<file path="src/rtl/byte_to_word16_packer_if.sv">
// Bundles the byte-write input stream and the 16-bit word output handshake.
// Latency: none, wiring only.
// Backpressure: word_ready flows to the packer; the byte side has no ready signal.
interface byte_to_word16_packer_if #(
    parameter int ADDR_WIDTH = 32
);
    logic [ADDR_WIDTH-1:0] mem_address;
    logic [7:0]            mem_data;
    logic                  mem_wr;
    logic                  flush;
    logic [ADDR_WIDTH-2:0] word_addr;
    logic [15:0]           word_data;
    logic [1:0]            word_be;
    logic                  word_valid;
    logic                  word_ready;
    logic                  overflow;
    logic                  idle;

    // Byte producer and word consumer side.
    modport master (
        output mem_address, mem_data, mem_wr, flush, word_ready,
        input  word_addr, word_data, word_be, word_valid, overflow, idle
    );

    // Packer side.
    modport slave (
        input  mem_address, mem_data, mem_wr, flush, word_ready,
        output word_addr, word_data, word_be, word_valid, overflow, idle
    );
endinterface

</file>
<file path="src/rtl/byte_to_word16_packer.sv">
// Merges single-byte writes into 16-bit little-endian words with byte enables, queued in a word FIFO.
// Latency: word_valid rises the cycle after the completing byte (or timeout/flush) is pushed into an empty FIFO.
// Backpressure: byte side never stalls; when the FIFO is full and not popping, the new word is dropped and overflow sticks.
module byte_to_word16_packer #(
    parameter int ADDR_WIDTH   = 32,
    parameter int FIFO_DEPTH   = 8,
    parameter int FLUSH_CYCLES = 4
) (
    input  logic                      clk,
    input  logic                      reset_n,
    byte_to_word16_packer_if.slave    bus
);
    localparam int WAW = ADDR_WIDTH - 1;
    localparam int PW  = $clog2(FIFO_DEPTH);
    localparam int PW1 = PW + 1;
    localparam int TW  = (FLUSH_CYCLES > 1) ? $clog2(FLUSH_CYCLES) : 1;
    localparam logic [TW-1:0]  TIMER_LAST = TW'(FLUSH_CYCLES - 1);
    localparam logic [PW1-1:0] COUNT_FULL = PW1'(FIFO_DEPTH);

    typedef enum logic {ST_IDLE, ST_HOLD} state_t;

    state_t          r_state, w_state_nxt;
    logic [WAW-1:0]  r_pend_addr, w_pend_addr_nxt;
    logic [15:0]     r_pend_data, w_pend_data_nxt;
    logic [1:0]      r_pend_be, w_pend_be_nxt;
    logic [TW-1:0]   r_timer, w_timer_nxt;
    logic            r_flush_latch, w_flush_latch_nxt;

    logic            w_push;
    logic [WAW-1:0]  w_push_addr;
    logic [15:0]     w_push_data;
    logic [1:0]      w_push_be;

    // Incoming byte placed in its lane of a word.
    logic            w_lane;
    logic [WAW-1:0]  w_in_waddr;
    logic [15:0]     w_in_data;
    logic [1:0]      w_in_be;

    assign w_lane     = bus.mem_address[0];
    assign w_in_waddr = bus.mem_address[ADDR_WIDTH-1:1];
    assign w_in_data  = w_lane ? {bus.mem_data, 8'h00} : {8'h00, bus.mem_data};
    assign w_in_be    = w_lane ? 2'b10 : 2'b01;

    // FIFO storage and pointers.
    logic [WAW-1:0]  r_fifo_addr [FIFO_DEPTH];
    logic [15:0]     r_fifo_data [FIFO_DEPTH];
    logic [1:0]      r_fifo_be   [FIFO_DEPTH];
    logic [PW-1:0]   r_wr_ptr, r_rd_ptr;
    logic [PW1-1:0]  r_count;
    logic            r_overflow;

    logic            w_full, w_valid, w_pop, w_wr_en, w_drop;

    assign w_full  = (r_count == COUNT_FULL);
    assign w_valid = (r_count != '0);
    assign w_pop   = w_valid && bus.word_ready;
    // A full FIFO still accepts a push when the head leaves in the same cycle.
    assign w_wr_en = w_push && (!w_full || w_pop);
    assign w_drop  = w_push && w_full && !w_pop;

    // Pending-word state register.
    always_ff @(posedge clk or negedge reset_n) begin
        if (!reset_n) begin
            r_state       <= ST_IDLE;
            r_pend_addr   <= '0;
            r_pend_data   <= '0;
            r_pend_be     <= '0;
            r_timer       <= '0;
            r_flush_latch <= 1'b0;
        end else begin
            r_state       <= w_state_nxt;
            r_pend_addr   <= w_pend_addr_nxt;
            r_pend_data   <= w_pend_data_nxt;
            r_pend_be     <= w_pend_be_nxt;
            r_timer       <= w_timer_nxt;
            r_flush_latch <= w_flush_latch_nxt;
        end
    end

    // Merge decision: next pending word and the word (if any) pushed this cycle.
    always_comb begin
        w_state_nxt     = r_state;
        w_pend_addr_nxt = r_pend_addr;
        w_pend_data_nxt = r_pend_data;
        w_pend_be_nxt   = r_pend_be;
        w_timer_nxt     = r_timer;
        w_push          = 1'b0;
        w_push_addr     = r_pend_addr;
        w_push_data     = r_pend_data;
        w_push_be       = r_pend_be;

        case (r_state)
            ST_IDLE: begin
                if (bus.mem_wr) begin
                    w_pend_addr_nxt = w_in_waddr;
                    w_pend_data_nxt = w_in_data;
                    w_pend_be_nxt   = w_in_be;
                    w_timer_nxt     = '0;
                    w_state_nxt     = ST_HOLD;
                end
            end
            ST_HOLD: begin
                if (bus.mem_wr) begin
                    w_timer_nxt = '0;
                    if (w_in_waddr == r_pend_addr) begin
                        if ((r_pend_be & w_in_be) == 2'b00) begin
                            // Opposite lane completes the word.
                            w_push      = 1'b1;
                            w_push_data = r_pend_data | w_in_data;
                            w_push_be   = 2'b11;
                            w_state_nxt = ST_IDLE;
                        end else begin
                            // Pending holds one lane only, so the later byte simply replaces it.
                            w_pend_data_nxt = w_in_data;
                        end
                    end else begin
                        w_push          = 1'b1;
                        w_pend_addr_nxt = w_in_waddr;
                        w_pend_data_nxt = w_in_data;
                        w_pend_be_nxt   = w_in_be;
                    end
                end else if (r_flush_latch || (r_timer == TIMER_LAST)) begin
                    w_push      = 1'b1;
                    w_timer_nxt = '0;
                    w_state_nxt = ST_IDLE;
                end else begin
                    w_timer_nxt = r_timer + TW'(1);
                end
            end
            default: w_state_nxt = ST_IDLE;
        endcase

        // Latch clears on entering IDLE, which also makes a flush in IDLE a no-op.
        if (w_state_nxt == ST_IDLE) begin
            w_flush_latch_nxt = 1'b0;
        end else begin
            w_flush_latch_nxt = r_flush_latch | bus.flush;
        end
    end

    // Word FIFO storage, pointers, occupancy and sticky overflow.
    always_ff @(posedge clk or negedge reset_n) begin
        if (!reset_n) begin
            for (int i = 0; i < FIFO_DEPTH; i++) begin
                r_fifo_addr[i] <= '0;
                r_fifo_data[i] <= '0;
                r_fifo_be[i]   <= '0;
            end
            r_wr_ptr   <= '0;
            r_rd_ptr   <= '0;
            r_count    <= '0;
            r_overflow <= 1'b0;
        end else begin
            if (w_wr_en) begin
                r_fifo_addr[r_wr_ptr] <= w_push_addr;
                r_fifo_data[r_wr_ptr] <= w_push_data;
                r_fifo_be[r_wr_ptr]   <= w_push_be;
                r_wr_ptr              <= r_wr_ptr + PW'(1);
            end
            if (w_pop) begin
                r_rd_ptr <= r_rd_ptr + PW'(1);
            end
            if (w_wr_en && !w_pop) begin
                r_count <= r_count + PW1'(1);
            end else if (!w_wr_en && w_pop) begin
                r_count <= r_count - PW1'(1);
            end
            if (w_drop) begin
                r_overflow <= 1'b1;
            end
        end
    end

    assign bus.word_addr  = r_fifo_addr[r_rd_ptr];
    assign bus.word_data  = r_fifo_data[r_rd_ptr];
    assign bus.word_be    = r_fifo_be[r_rd_ptr];
    assign bus.word_valid = w_valid;
    assign bus.overflow   = r_overflow;
    assign bus.idle       = (r_state == ST_IDLE) && !w_valid && !r_flush_latch;

endmodule
</file>
<file path="src/flat_wrapper.sv">
// flat-port wrapper written by rule: the top's interface ports become plain ports
module byte_to_word16_packer_flat 
#(
    parameter int ADDR_WIDTH   = 32,
    parameter int FIFO_DEPTH   = 8,
    parameter int FLUSH_CYCLES = 4
)
  (clk, reset_n, bus_mem_address, bus_mem_data, bus_mem_wr, bus_flush, bus_word_ready, bus_word_addr, bus_word_data, bus_word_be, bus_word_valid, bus_overflow, bus_idle);
  byte_to_word16_packer_if #(.ADDR_WIDTH(ADDR_WIDTH)) bus_i ();
  input  logic clk;
  input  logic reset_n;
  input wire logic [$bits(bus_i.mem_address)-1:0] bus_mem_address;
  input wire logic [$bits(bus_i.mem_data)-1:0] bus_mem_data;
  input wire logic [$bits(bus_i.mem_wr)-1:0] bus_mem_wr;
  input wire logic [$bits(bus_i.flush)-1:0] bus_flush;
  input wire logic [$bits(bus_i.word_ready)-1:0] bus_word_ready;
  output wire logic [$bits(bus_i.word_addr)-1:0] bus_word_addr;
  output wire logic [$bits(bus_i.word_data)-1:0] bus_word_data;
  output wire logic [$bits(bus_i.word_be)-1:0] bus_word_be;
  output wire logic [$bits(bus_i.word_valid)-1:0] bus_word_valid;
  output wire logic [$bits(bus_i.overflow)-1:0] bus_overflow;
  output wire logic [$bits(bus_i.idle)-1:0] bus_idle;
  assign bus_i.mem_address = bus_mem_address;
  assign bus_i.mem_data = bus_mem_data;
  assign bus_i.mem_wr = bus_mem_wr;
  assign bus_i.flush = bus_flush;
  assign bus_i.word_ready = bus_word_ready;
  assign bus_word_addr = bus_i.word_addr;
  assign bus_word_data = bus_i.word_data;
  assign bus_word_be = bus_i.word_be;
  assign bus_word_valid = bus_i.word_valid;
  assign bus_overflow = bus_i.overflow;
  assign bus_idle = bus_i.idle;
  byte_to_word16_packer #(.ADDR_WIDTH(ADDR_WIDTH), .FIFO_DEPTH(FIFO_DEPTH), .FLUSH_CYCLES(FLUSH_CYCLES)) u_core (.clk(clk), .reset_n(reset_n), .bus(bus_i));
endmodule
</file>
<file path="config.mk">
export PLATFORM = sky130hd
export DESIGN_NAME = byte_to_word16_packer_flat
export DESIGN_NICKNAME = d
export VERILOG_FILES = /design/src/rtl/byte_to_word16_packer_if.sv /design/src/rtl/byte_to_word16_packer.sv /design/src/flat_wrapper.sv
export SDC_FILE = /design/constraint.sdc
export NUM_CORES = 1
export LEC_CHECK = 0
export BUFFER_PORTS_ARGS = -buffer_cell sky130_fd_sc_hd__buf_2
export CORE_UTILIZATION = 40
export CTS_BUF_LIST = sky130_fd_sc_hd__clkbuf_8
export CTS_CLUSTER_DIAMETER = 200
export DETAILED_ROUTE_END_ITERATION = 16
export PLACE_DENSITY = 0.53
export SETUP_SLACK_MARGIN = 0.1
export SLEW_MARGIN = 20
export SYNTH_ARGS = -nofsm -noshare
export SYNTH_HDL_FRONTEND = slang
export SYNTH_SLANG_ARGS = --single-unit
</file>
<file path="constraint.sdc">
create_clock -name clk -period 3.3 [get_ports clk]
set_input_delay 0 -clock clk [delete_from_list [all_inputs] [get_ports clk]]
set_output_delay 0 -clock clk [all_outputs]
set_load 0.02 [all_outputs]
</file>
## Word level (Yosys, flattened, before mapping)

Cells that the tools add are included.

- Register bits after elaboration: 456
- Latch bits: 0
- Bits in writable memories: 0
- ROM bits: 0
- Input bits: 45
- Output and inout bits: 52
- Logic and storage cells: 135
- Memories: 0

- Add/subtract/negate cells: 5
- Multipliers: 0
- Divide/modulo/power cells: 0
- Magnitude comparators: 3
- Equality and inequality tests: 7
- Shifts and indexed selects: 0
- Multiplexer cells: 59
- Bitwise operators: 6
- Reductions and logical operators: 21

Operator list:

| kind | count |
|---|---|
| 248-bit bitwise mux | 1 |
| 16-bit two-way mux | 12 |
| 31-bit two-way mux | 6 |
| 128-bit bitwise mux | 1 |
| 31-bit binary-select mux with 3-bit select | 1 |
| 31-bit demux with 3-bit select | 1 |
| 31-bit one-hot mux with 2 select lines | 1 |
| 16-bit binary-select mux with 3-bit select | 1 |
| 16-bit demux with 3-bit select | 1 |
| 16-bit one-hot mux with 2 select lines | 1 |
| 31-bit equality test | 1 |
| 2-bit two-way mux | 14 |
| 16-bit bitwise mux | 1 |
| 16-bit bitwise OR | 1 |
| 1-bit two-way mux | 11 |
| 1-bit logical AND | 9 |
| 4-bit greater-or-equal comparator, second input constant | 2 |
| 4-bit two-way mux | 2 |
| 3-bit inverter with 4-bit output | 2 |
| 2-bit one-hot mux with 2 select lines | 2 |
| 3-bit by 1-bit adder with 3-bit output, second input constant | 2 |
| 2-bit binary-select mux with 3-bit select | 1 |
| 2-bit demux with 3-bit select | 1 |
| 2-bit != test, second input constant | 3 |
| 17 further kinds | 23 |

## Longest topological paths before layout

Gate-level depths: netlist of the first run.

- Depth in word-level cells: 12
- Gate-level depth with buffers: 15
- Gate-level depth less buffers: 13

## Worst setup path before layout of the first run

Ideal clock, no wire load.

- Kind: register -> register
- Start point: register u_core.r_pend_addr[18]
- End point: register u_core.r_count[3]
- Library setup time: 0.125 ns
- Arrival time: 2.868 ns
- Required time: 3.175 ns
- Path slack: 0.307 ns
- Cell stages (with the launch flop): 16
- Path buffers: 2
- Period minus slack after synthesis: 2.993 ns
- Cell sequence: dfrtp_1 buf_2 xor2_1 nor4_1 nand4_1 nor4_4 buf_6 a21oi_1 ha_1 inv_1 ha_1 a21o_1 a21oi_1 xnor2_1 nor2_1 xor2_1

- Longest elaborated chain between the ends: 8
- Elaborated cells on any way between the ends: 10
- Classes of those cells: eq/ne (1); mux (4); reduce/logical (5)

RTL lines:

| element | line | source |
|---|---|---|
| start: declaration | byte_to_word16_packer.sv:23 | `logic [WAW-1:0] r_pend_addr, w_pend_addr_nxt;` |
| start signal: assignment | byte_to_word16_packer.sv:73 | `r_pend_addr <= w_pend_addr_nxt;` |
| 31-bit equality test * | byte_to_word16_packer.sv:106 | `if (w_in_waddr == r_pend_addr) begin` |
| 1-bit two-way mux * | byte_to_word16_packer.sv:106 |  |
| 1-bit two-way mux * | byte_to_word16_packer.sv:104 | `if (bus.mem_wr) begin` |
| 1-bit two-way mux * | byte_to_word16_packer.sv:93 | `case (r_state)` |
| 1-bit logical AND * | byte_to_word16_packer.sv:59 | `assign w_wr_en = w_push && (!w_full \|\| w_pop);` |
| named net u_core.w_wr_en | byte_to_word16_packer.sv:53 | `logic w_full, w_valid, w_pop, w_wr_en, w_drop;` |
| 1-bit zero test | byte_to_word16_packer.sv:166 | `end else if (!w_wr_en && w_pop) begin` |
| 1-bit logical AND | byte_to_word16_packer.sv:166 |  |
| 2-bit nonzero test (no line) | -- |  |
| end signal: assignment | byte_to_word16_packer.sv:165 | `r_count <= r_count + PW1'(1);` |
| end signal: assignment | byte_to_word16_packer.sv:167 | `r_count <= r_count - PW1'(1);` |
| end: declaration | byte_to_word16_packer.sv:50 | `logic [PW1-1:0] r_count;` |

The timed path passes the listed nets; every way through them passes the cells marked *.
A chain may end at the register's enable or synchronous reset.

## Worst setup path in the final report of the first run

- Start point: register u_core.r_pend_addr[2]
- End point: register u_core.r_fifo_addr[7] (netlist name)

- Longest elaborated chain between the ends: 5

RTL lines:

| element | line | source |
|---|---|---|
| 31-bit equality test | byte_to_word16_packer.sv:106 |  |
| 1-bit two-way mux | byte_to_word16_packer.sv:106 |  |
| 1-bit two-way mux | byte_to_word16_packer.sv:104 |  |
| 1-bit two-way mux | byte_to_word16_packer.sv:93 |  |
| 1-bit logical AND | byte_to_word16_packer.sv:59 |  |
| end signal: indexed assignment | byte_to_word16_packer.sv:156 | `r_fifo_addr[r_wr_ptr] <= w_push_addr;` |
| end: declaration | byte_to_word16_packer.sv:46 | `logic [WAW-1:0] r_fifo_addr [FIFO_DEPTH];` |

Every way passes these cells.

==> impl_summary.md, run 1 <==
Clock network
The clock passes through at most 3 buffers. The sink count of the clock tree is 456. The clock tree from TritonCTS is built.

The tree is rooted in a clkbuf_8. The number of buffers added by the clock tree synthesis step is 81. The CTS clock-pin slew for the worst setup and hold paths is 0.06 ns. The later pin in the worst-skew pair is clocked with a latency of 0.65 ns. The maximum level of the CTS H-tree is 3.

Placed design
The estimated wirelength of the detail-placed design is between 20000 and 30000 um. The final weighted congestion in routability-driven placement is 0.715. The minimum setup slack after placement is -0.0411 ns. During placement, the flow inserted port buffers numbering 96.

Global route
In the global route stage, met3 resource usage came out at 3.92%. The maximum number of pins on one net before global-route repair is roughly 110. The global routing's busiest layer is met2. The number of global-route vias before repair is 12.8k. The initial antenna violation count came to 3. Across every metal layer, demand over resource in global routing totals 19.8%. The overflow left after global routing is 0.

The first global-routing pass estimated 79500 um of wire. The met2 usage is 31.6%. For met1 alone, demand over resource in global routing was 27.3%.

Power and ir drop
The worst ir drop on vdd is 0.000449 V. In this run the static leakage power is 11.0 nW. The cell area power density is between 900 and 1000 nW/um^2.

Timing
The clock period could shrink to roughly 3.1 ns. The worst path meets setup with around 0.19 ns of slack. The number of failing hold endpoints at the final stage is 0.

The top achievable clock speed is 0.322 GHz. The worst slew margin relative to its limit is 48.3%. The portion of the clock cycle consumed by the worst path in the final layout is between 90% and 100%. For the pin with the worst max-slew slack, the measured transition is a little under 0.8 ns. Setup violations remaining at the end of the flow were counted as 0. The count of final max-slew check failures was 0. Setup repair after global routing could not meet its margin everywhere.

Clock skew on the completed layout was measured at 0.0323 ns.

Outcome
The run finished with clean final reports.

Setup path
The slowest stage of the critical path is the dfrtp_2 cell. The number of buffers and inverters on the critical path is 2. The worst register-to-register path has a depth of 8. The cell repeated most along the worst path is nor4_4.

The nature of the critical path startpoint is a flip-flop. The required time at the worst-slack endpoint is about 3.8 ns. By startpoint and endpoint, the worst setup path is classified as reg -> reg. Counting buffers and inverters, the worst setup path is 8 cells deep. The arrival time reported for the critical path endpoint is about 3.6 ns. Of all nets on the critical path, the largest fanout is 30. Broken down by cell family, the worst path's largest delay share belongs to simple AND/OR/NAND/NOR gates. The critical path endpoint category is a flip-flop. On the worst path, the slowest cell contributes a delay of 0.47 ns. Walking the worst path, the cells encountered are xor2_1 -> nor4_4 -> nand4_1 -> nor4_4 -> buf_4 -> a211o_2 -> buf_12 -> mux2_2.

Yosys
The number of storage elements in the synthesis netlist is 456. The synthesized design spends more area on one cell type than any other, namely dfrtp_1. Yosys printed 0 warnings.

Counting flops with a built-in enable in the synthesized netlist gives 0. The area of the mapped netlist is 21100 sq um. The count of unique library cells instantiated by Yosys is 44.

The number of standard cells after synthesis is around 1.3k. The most used flip-flop cell after synthesis is dfrtp_1. The commonest cells after synthesis are 456 x dfrtp_1, 435 x mux2_2, 98 x mux4_2, 45 x buf_2, 32 x clkbuf_1. For this run, the register share of the synthesized area comes to 54.2%.

In the post-synthesis netlist, the biggest area contributors are dfrtp_1 54%, mux2_2 23%, mux4_2 10%, mux2_4 2.1%, buf_2 1.1%. The top cell type's share of synthesized area is between 50% and 60%. The synthesized netlist net count is 1369.

The post-synthesis async set-or-reset flop share is 100%. The cell with the most instances after synthesis is dfrtp_1. The average instance in the mapped netlist occupies about 16 sq um.

Routing
The violation count after the first detailed-routing iteration is 539. The via-per-instance ratio is 5.29. For this run, the detailed router's first-pass iteration total came to 4. The residual antenna-violating net count after detailed routing is 0. The detailed-route via count is 11.8k. The final layout contains routed wiring with a total length of about 50000 um. After detailed routing, the number of remaining DRC violations is 0. The routed wire length per instance is about 23 um.

Finish
The share of cells above drive strength 1 is 55.0%. The number of inserted filler cells in the final layout is 4572. The layout net count is 1538. The core occupancy in the finished layout is 47.9%.

Compared with the post-synthesis result, the final layout area differs by 17.4%.

Floorplanning
The effective utilization at floorplan is 40.8%. The die covers 53500 sq um. After floorplanning, the core was divided into 83 placement rows.

The total area inside the core boundary comes to 51600 sq um. 97 I/O pins were placed. The overall die width is 231 um. The die height is 231 um.

Hold path
The number of stages on the worst hold path is 3. The worst min-delay path category is in -> reg.

Run
The max-cap violation count is 0.
[final cells by class]
class                   count  area, sq um  share of cell area, %
flip-flops and latches    456        11400                   46.2
multi-input cells         735         9070                   36.7
repair buffers            201         1680                   6.81
clock buffers             106         1460                   5.90
well taps                 680          851                   3.44
clock inverters            39          175                  0.709
inverters                  11         41.3                  0.167
diodes                      2         5.00                 0.0203
[final timing paths]
check | startpoint | end | slack (ns)
setup reg to reg | u_core.r_pend_addr[2] | u_core.r_fifo_addr[7] | 0.19
min in group asynchronous | reset_n | u_core.r_fifo_data[96] | 0.55
max in group asynchronous | reset_n | u_core.r_pend_addr[2] | 2.10
hold / removal | bus_mem_wr | u_core.r_timer[0] | 0.1
hold reg to reg | u_core.r_fifo_data[28] | u_core.r_fifo_data[28] | 0.48
setup / recovery | u_core.r_pend_addr[2] | u_core.r_fifo_addr[7] | 0.19
[metal layers]
layer,wire (um),share of wire [%]
met2,24100,47
met5,13,0.026
met4,1210,2.4
met1,23400,46
met3,1990,3.9
[worst register-to-register path, stage by stage (launching register included)]
cell and delay (ns):
dfrtp_2 0.47, xor2_1 0.22, nor4_4 0.38, nand4_1 0.19, nor4_4 0.33, buf_4 0.47, a211o_2 0.29, buf_12 0.24
mux2_2 0.40
[cells in the final DEF (no fill, tap or decap), types with 16 or more instances in the layout]
master / netlist / layout
buf_2: 45 / 95
clkbuf_8: 0 / 106
mux2_1: 20 / 20
xor2_1: 23 / 23
dlygate4sd3_1: 0 / 53
mux4_2: 98 / 98
buf_4: 11 / 31
buf_12: 0 / 20
mux2_4: 30 / 30
a41o_1: 16 / 16
dfrtp_1: 456 / 450
mux2_2: 435 / 435
inv_1: 11 / 41
[registers in the layout, summed over array words and instances, names as in the netlist, 3 cells and up]
| name | flops |
|---|---|
| u_core.r_fifo_addr | 248 |
| u_core.r_rd_ptr | 3 |
| u_core.r_pend_data | 16 |
| u_core.r_fifo_data | 128 |
| u_core.r_wr_ptr | 3 |
| u_core.r_fifo_be | 16 |
| u_core.r_pend_addr | 31 |
| u_core.r_count | 4 |
[report_power, final]
| part | total, mW | leakage [nW] | internal [mW] | switching [mW] |
|---|---|---|---|---|
| clock network | 5.22 | 0.961 | 2.87 | 2.35 |
| logic | 9.62 | 4.46 | 5.53 | 4.09 |
| registers | 9.57 | 5.62 | 8.04 | 1.53 |
| total | 24.4 | 11.0 | 16.4 | 7.98 |
[stage by stage]
step / TNS [ns] / hold slack, ns / power (mW) / cells / cell area [sq um]
global placement: 0 / -0.0279 / 19.2 / 2029 / 22500
floorplan: 0 / -0.296 / 16.5 / 1317 / 21100
finish: 0 / 0.0957 / 24.4 / 2230 / 24700
detailed placement: -0.113 / -0.0312 / 19.4 / 2029 / 22500
global route: 0 / 0.0818 / 25.9 / 2230 / 24700
CTS: 0 / 0.0318 / 24.8 / 2228 / 24700
[logic make-up (layout without fill, tap and decap cells)]
group | Yosys count | after routing | synth area share [%]
compound gates | 37 | 37 | 1.59
simple gates | 59 | 59 | 1.58
xor+xnor | 39 | 39 | 1.62
mux | 593 | 593 | 37.4
buf+inv | 126 | 357 | 3.11
other cells | 0 | 2 | 0
fa+ha+maj | 7 | 7 | 0.452
flops | 456 | 456 | 54.2
[what timing repair did]
action	4_1_cts	5_1_grt
resized for setup	1	8
buffers inserted	0	0
pin swaps	0	2
endpoints found under the setup margin	230	104
hold endpoints to repair	567	0
hold buffers	54	0
Note: power is estimated with default switching activity, not from simulation.
==> run 2: changes to the inputs <==
ABC_CLOCK_PERIOD_IN_PS = 3300   (was not set)
PLACE_DENSITY = not set   (was 0.53)
PLACE_DENSITY_LB_ADDON = 0.3   (was not set)
==> run 2 against run 1 <==
Flip-flop and latch count unchanged. Largest power group unchanged. Hold slack better by 0.043 ns. Clock skew rose by 0.00086 ns. Critical path depth rose by 3. Sequential power is 0.9% lower. Register-to-register slack improved by 0.13 ns. Via count grew 1.2%. Global-route usage fell by 0.53 points. Routed wire length fell by 2.2%.
==> impl_summary.md, run 2 (same netlist as run 1, synthesis figures left out) <==
Finish
The commonest non-fill, non-tap cell in the layout is dfrtp_1. The register with the most flip-flops in the layout has 248 of them. Registers take 11400 sq um. The footprint of the multi-input gates is ~9100 sq um. In the final layout, the share of cells above drive strength 1 is between 50 and 60%. The filler cells instantiated in the layout total 4441. Compared with the post-synthesis result, the final layout area differs by 17.7%. The largest registers in the layout are u_core.r_fifo_addr: 248 flops, u_core.r_fifo_data: 128 flops, u_core.r_pend_addr: 31 flops. The layout net count is 1563. The library cells used most frequently in the layout, excluding fill and tap cells, are 441 x dfrtp_1, 435 x mux2_2, 98 x mux4_2. The register bank with the most flops is u_core.r_fifo_addr.

Setup path
The depth of the critical timing path with buffers and inverters included is 11. The critical path endpoint category is a flip-flop. The largest fanout of any net on the critical path is 35.

The depth of the most critical reg-to-reg path is 11. At the worst endpoint, the arrival time is 3.48 ns. The classification of the worst setup path is reg -> reg.

On the worst path, the slowest cell contributes a delay of between 0.4 and 0.5 ns. The family of cells with the greatest summed delay on the critical path is buffers and inverters. The critical path goes through xor2_1 -> nor4_2 -> nand4_1 -> nor4_4 -> buf_4 -> buf_4 -> buf_4 -> buf_4 -> a21oi_4 -> buf_12 -> mux2_4. The nature of the critical path startpoint is a flip-flop. The cell repeated most along the worst path is buf_4.

STA puts the critical path data required time at 3.81 ns. The cell type of the slowest stage on the worst timing path is dfrtp_2. Counting both buffers and inverters, the worst setup path holds a total of 5.

Timing
Of the available clock period, the critical path in the final layout requires 90.2%. Setup repair after global routing left no endpoint under its margin. The number of failing hold endpoints at the final stage was 0. Based on the critical path, the design can be clocked at up to 0.336 GHz. The count of final max-slew check failures is 0. Setup violations remaining at the end of the flow were counted as 0. The accumulated negative setup slack is 0 ns.

At the pin with the least slew margin, the transition time is 1.01 ns. The shortest period the worst path allows is 2.98 ns. Headroom to the max-slew limit came out at 32.5%.

Clock skew on the completed layout was measured at 0.0332 ns.

Clock network
Clock latency on the worst-skew pair, taken at its later pin, is roughly 0.64 ns. The CTS clock-pin slew for the worst setup and hold paths is 0.06 ns. The number of buffers added by the clock tree synthesis step is slightly below 80.

TritonCTS built the clock tree. The clock drives 456 sinks. The buffer depth of the longest clock path is 3.

The clock tree root buffer cell is clkbuf_8. The H-tree was split into 3 levels.

Power and ir drop
The total power of the final layout is 24.2 mW. VDD sags by at most roughly 0.00035 V. Power spread over the standard cell area amounts to 976 nW/um^2. For this design the static power due to leakage is ~11 nW.

Floorplanning
The effective utilization at floorplan is between 40% and 50%. The full die area is 53500 sq um. From bottom edge to top edge, the die measures 231 um. After floorplanning, the core was sized to cover 51600 sq um.

For this design the top-level I/O count stands at 97. The cell row count is 83. The floorplan step set the die width to 231 um.

Routing
The detailed-route via count is 11.9k. The violation count after the first detailed-routing iteration is 468. After detailed routing, the number of vias per cell comes to 5.31. The length of the first detailed-routing pass in iterations is 4.

In the routed design, unresolved DRC markers number 0. The residual antenna-violating net count after detailed routing is 0. After detailed routing, the total wire length is a little under 50000 um. The routed wire length per instance is 22.0 um.

Placed design
The congestion estimate from routability-driven global placement came to 0.733. Buffers placed on the I/O ports in this run total 96. Once detailed placement completed, the half-perimeter wirelength came to slightly below 30000 um.

Global route
The overflow left after global routing is 0. The initial antenna violation count was 1. The first-pass GRT wire length is between 70000 and 80000 um. The global routing usage summed across all routing layers is 19.3%. The number of global-route vias before repair is 13.3k.

Entering global routing, the biggest net connects 87 pins.

Hold path
Counting instances, the worst hold path has a depth of 3. In this run the worst hold path is classified as in -> reg.

Outcome
The run finished with clean final reports.

Run
The max-cap violation count is 0.
-- run 2: cell types whose count changed in the layout (fill, tap and decap cells not counted), moves of 3 or more --
cell / before / now
dfrtp_2: 4 / 13
clkbuf_8: 106 / 96
clkinvlp_4: 0 / 5
inv_6: 3 / 0
dfrtp_1: 450 / 441
buf_4: 31 / 58
-- run 2: where the power goes --
part           leakage [nW]  switching (mW)  internal, mW
Clock                 0.870            2.26          2.61
Sequential             5.61            1.44          8.04
Combinational          4.59            4.26          5.56
Total                  11.1            7.96          16.2
-- run 2: repair_timing --
action | in CTS | in global routing
hold buffers | 54 | 0
endpoints found under the setup margin | 114 | 288
setup buffers | 2 | 14
gates resized for setup | 7 | 11
hold endpoints to repair | 234 | 0
pin swaps | 4 | 5
-- run 2: final timing paths --
path                                   startpoint                       to  slack, ns
min in group asynchronous                 reset_n   u_core.r_fifo_data[59]       0.51
hold reg to reg               u_core.r_fifo_be[2]      u_core.r_fifo_be[2]       0.49
hold / removal                         bus_mem_wr        u_core.r_timer[1]       0.14
max in group asynchronous                 reset_n   u_core.r_fifo_data[57]       1.27
setup / recovery           u_core.r_pend_addr[27]  u_core.r_fifo_addr[112]       0.32
setup reg to reg           u_core.r_pend_addr[27]  u_core.r_fifo_addr[112]       0.32
-- run 2: worst reg2reg max path: cells and delay by family (launching register included) --
family	cells	cell delay, ns
xor+xnor	1	0.18
mux	1	0.38
flops	1	0.42
compound gates	1	0.10
buf+inv	5	1.00
simple gates	3	0.78
-- run 2: final cells by class --
| cell class | count | area share (%) |
|---|---|---|
| Antenna cell | 1 | 0.0101 |
| Clock inverter | 40 | 0.707 |
| Tap cell | 680 | 3.43 |
| Multi-Input combinational cell | 735 | 36.6 |
| Sequential cell | 456 | 46.1 |
| Clock buffer | 96 | 5.33 |
| Inverter | 11 | 0.167 |
| Timing Repair Buffer | 229 | 7.61 |
-- run 2: metal layers --
| layer | vias up | part of all wire, % | global-route usage (%) | routed length, um |
|---|---|---|---|---|
| met5 | - | 0 | 0 | 0 |
| met4 | 0 | 1.8 | 6.21 | 908 |
| met1 | 6450 | 46 | 26.0 | 22700 |
| li1 | 5259 | - | - | - |
| met3 | 63 | 3.1 | 3.22 | 1530 |
| met2 | 175 | 49 | 31.8 | 24400 |
-- run 2: per-stage QoR --
| step | worst slack, ns | hold WS (ns) | cell area (sq um) | std cells | util (%) |
|---|---|---|---|---|---|
| floorplan | 0.307 | -0.296 | 21100 | 1317 | - |
| global placement | -0.138 | 0.105 | 22600 | 2041 | 43.7 |
| detailed placement | -0.0823 | 0.113 | 22600 | 2041 | 43.7 |
| CTS | 0.108 | 0.0864 | 24600 | 2233 | 47.7 |
| global route | 0.122 | 0.147 | 24800 | 2248 | 48.0 |
| finish | 0.322 | 0.139 | 24800 | 2248 | 48.0 |
==> run 3: changes to the inputs <==
ABC_CLOCK_PERIOD_IN_PS = 2900   (was 3300)
clock period = 2.9 ns   (was 3.3 ns; I/O delays follow)
==> run 3 against run 2 <==
Total power increased by 16%. Cell count up 1.1%. Hold slack worse by 0.012 ns. Combinational power increased by 17%. Critical path type unchanged.
==> impl_summary.md, run 3 (same netlist as run 1, synthesis figures left out) <==
Timing
The accumulated negative setup slack is 0 ns. The final setup skew is 0.0304 ns. The top achievable clock speed is 0.357 GHz. For the finished layout, the period the worst path requires is around 2.8 ns.

The transition time at the pin with the least slew margin is 0.730 ns. The worst-case setup margin in the final layout is 0.0951 ns. Setup repair after global routing could not meet its margin everywhere. The worst slew margin relative to its limit is 51.3%. The portion of the clock cycle consumed by the worst path in the final layout is 96.7%.

The setup violation total in the final timing report is 0. The number of failing hold endpoints at the final stage is 0. The count of final max-slew check failures is 0.

Routing
Once detail routing completed, the nets flagged for antenna violations numbered 0. The via-per-instance ratio is 5.31. After detailed routing, the total wire length is 50400 um.

After detailed routing, the average wire length per cell comes to between 20 and 25 um. The detailed-route via count is 12.1k. The detailed router finished its first iteration with about 600 violations. The pre-antenna-repair detailed-routing pass consisted of 4 iterations.

For this run, design rule violations remaining after detail routing come to 0.

Clock network
The clock tree synthesis step divided the H-tree into 3 levels. Counting every sink on the clock net gives around 460. The tree is rooted in a clkbuf_8. The clock tree from TritonCTS is built.

Clock-pin slew was measured on the worst setup and hold paths at 0.06 ns. The number of buffers added by the clock tree synthesis step is 79. For the worst-skew pair, the clock arrives at the later sink with an insertion delay of 0.66 ns.

The buffer depth of the longest clock path is 3.

Setup path
In this run the number of cells on the critical path is 15. The arrival time reported for the critical path endpoint is roughly 3.3 ns. At the worst endpoint, the required time is 3.43 ns. The number of cells on the worst reg-to-reg path is 15. The worst setup path is of the reg -> reg kind. For this design, the slowest cell found on the critical path is dfrtp_1.

The worst setup path is captured at a flip-flop. The kind of cell with the highest combined delay along the critical path is simple AND/OR/NAND/NOR gates. The delay contributed by the slowest stage of the critical path is 0.38 ns. The combined buffer and inverter count along the critical path is 3. In this run the worst path has a maximum fanout of 3.

The signal on the critical path passes through xor2_1 -> nor4_2 -> buf_4 -> nand4_1 -> nor4_4 -> buf_4 -> a21oi_4 -> ha_4 -> inv_4 -> ha_4 -> a21o_1 -> a21oi_2 -> xnor2_1 -> nor2_1 -> xor2_1. The worst setup path is launched from a flip-flop.

Placed design
During placement, the flow inserted port buffers numbering 96. Timing analysis after detailed placement gives a worst setup slack of -0.0535 ns. The cell area reported after detailed placement is 23000 sq um.

The congestion estimate from routability-driven global placement came to 0.767. The wire-length estimate of the detail-placed layout is 30900 um.

Finish
In the layout the commonest cells are 453 x dfrtp_1, 435 x mux2_2, 102 x clkbuf_8. After the last flow step, the layout net total stands at 1585. The register bank with the most flops is u_core.r_fifo_addr.

The largest registers in the layout are u_core.r_fifo_addr: 248 flops, u_core.r_fifo_data: 128 flops, u_core.r_pend_addr: 31 flops. The number of flip-flops in the largest register is 248. The commonest non-fill, non-tap cell in the layout is dfrtp_1. The share of cells above drive strength 1 is between 50% and 60%.

The synthesis-to-layout area growth is 19.9%. The final design instance area without fill is ~25000 sq um.

Global route
The number of global-route vias before repair is between 10k and 15k. The maximum number of pins on one net before global-route repair is 98. The first global-routing pass estimated 79700 um of wire. The initial antenna violation count is 2.

Across every metal layer, demand over resource in global routing totals between 10% and 20%. Global routing finished with a remaining overflow of 0.

Power and ir drop
The cell area power density is 1120 nW/um^2. For this design the static power due to leakage is 11.3 nW. The worst ir drop on vdd is 0.000620 V.

Floorplanning
The floorplan has 83 rows. The effective utilization at floorplan is 40.8%. The floorplan step set the die width to 231 um. The full die area is approximately 54000 sq um. Measured along the y axis, the die boundary spans 231 um. In this run the count of I/O pins placed on the die edge is 97.

The total area inside the core boundary comes to ~52000 sq um.

Outcome
The flow ran to the end, and the final reports show no timing, DRC or antenna violations.

Run
The tool flagged a number of max-cap violations equal to 0.

Hold path
The min-delay analysis places its worst path in the category in -> reg. The worst hold path was traced through 3 stages.
==> run 3: area by class of cell <==
type,count,area (sq um)
Tap cell,680,851
Fill cell,4428,26400
Clock buffer,102,1400
Inverter,11,43.8
Timing Repair Buffer,249,2190
Clock inverter,37,244
Antenna cell,2,5.00
Sequential cell,456,11400
Multi-Input combinational cell,736,9090
==> run 3: final timing paths <==
kind	startpoint	endpoint	slack [ns]
max	u_core.r_pend_addr[15]	u_core.r_count[3]	0.1
min	bus_mem_wr	u_core.r_timer[0]	0.13
max reg2reg	u_core.r_pend_addr[15]	u_core.r_count[3]	0.1
min reg2reg	u_core.bus.overflow	u_core.bus.overflow	0.47
max in group asynchronous	reset_n	u_core.r_fifo_data[118]	1.82
min in group asynchronous	reset_n	u_core.r_pend_addr[24]	0.56
==> run 3: worst register-to-register path: cells and delay by family (launching register included) <==
family,cells,cell delay (ns)
and+or+nand+nor,4,0.73
AOI/OAI and AO/OA,3,0.36
DFF,1,0.38
buffers and inverters,3,0.41
xor gates and xnor gates,3,0.43
adders and majority gates,2,0.37
==> run 3: power breakdown <==
group / total [mW] / leakage, nW / internal (mW) / switching (mW)
Combinational: 11.5 / 4.74 / 6.47 / 4.98
Sequential: 10.7 / 5.62 / 9.15 / 1.53
Clock: 6.02 / 0.914 / 3.34 / 2.68
==> run 3: routing by layer <==
| metal | vias to the layer above | GRT usage, % | wire (um) |
|---|---|---|---|
| li1 | 5312 | - | - |
| met1 | 6454 | 26.9 | 22900 |
| met2 | 230 | 31.0 | 23800 |
| met3 | 82 | 4.10 | 2480 |
| met4 | 0 | 6.97 | 1220 |
| met5 | - | 0 | 0 |
==> run 3: what timing repair did <==
item                       in CTS  in global routing
resized for setup               1                  2
buffers inserted                2                  3
hold endpoints to repair      636                  0
hold buffers                   54                  0
pin swaps                      12                  1
cloned                          0                  1
setup endpoints to repair     108                 11
==> run 3: per-stage QoR <==
| stage | instances | utilization [%] | power [mW] | hold slack (ns) |
|---|---|---|---|---|
| 4_1_cts | 2267 | 48.8 | 28.6 | 0.0734 |
| 5_1_grt | 2273 | 48.9 | 29.9 | 0.111 |
| 3_3_place_gp | 2072 | 44.5 | 21.9 | 0.0483 |
| 6_report | 2273 | 48.9 | 28.2 | 0.126 |
| 2_1_floorplan | 1317 | - | 18.8 | -0.296 |
| 3_5_place_dp | 2072 | 44.5 | 22.3 | 0.0466 |
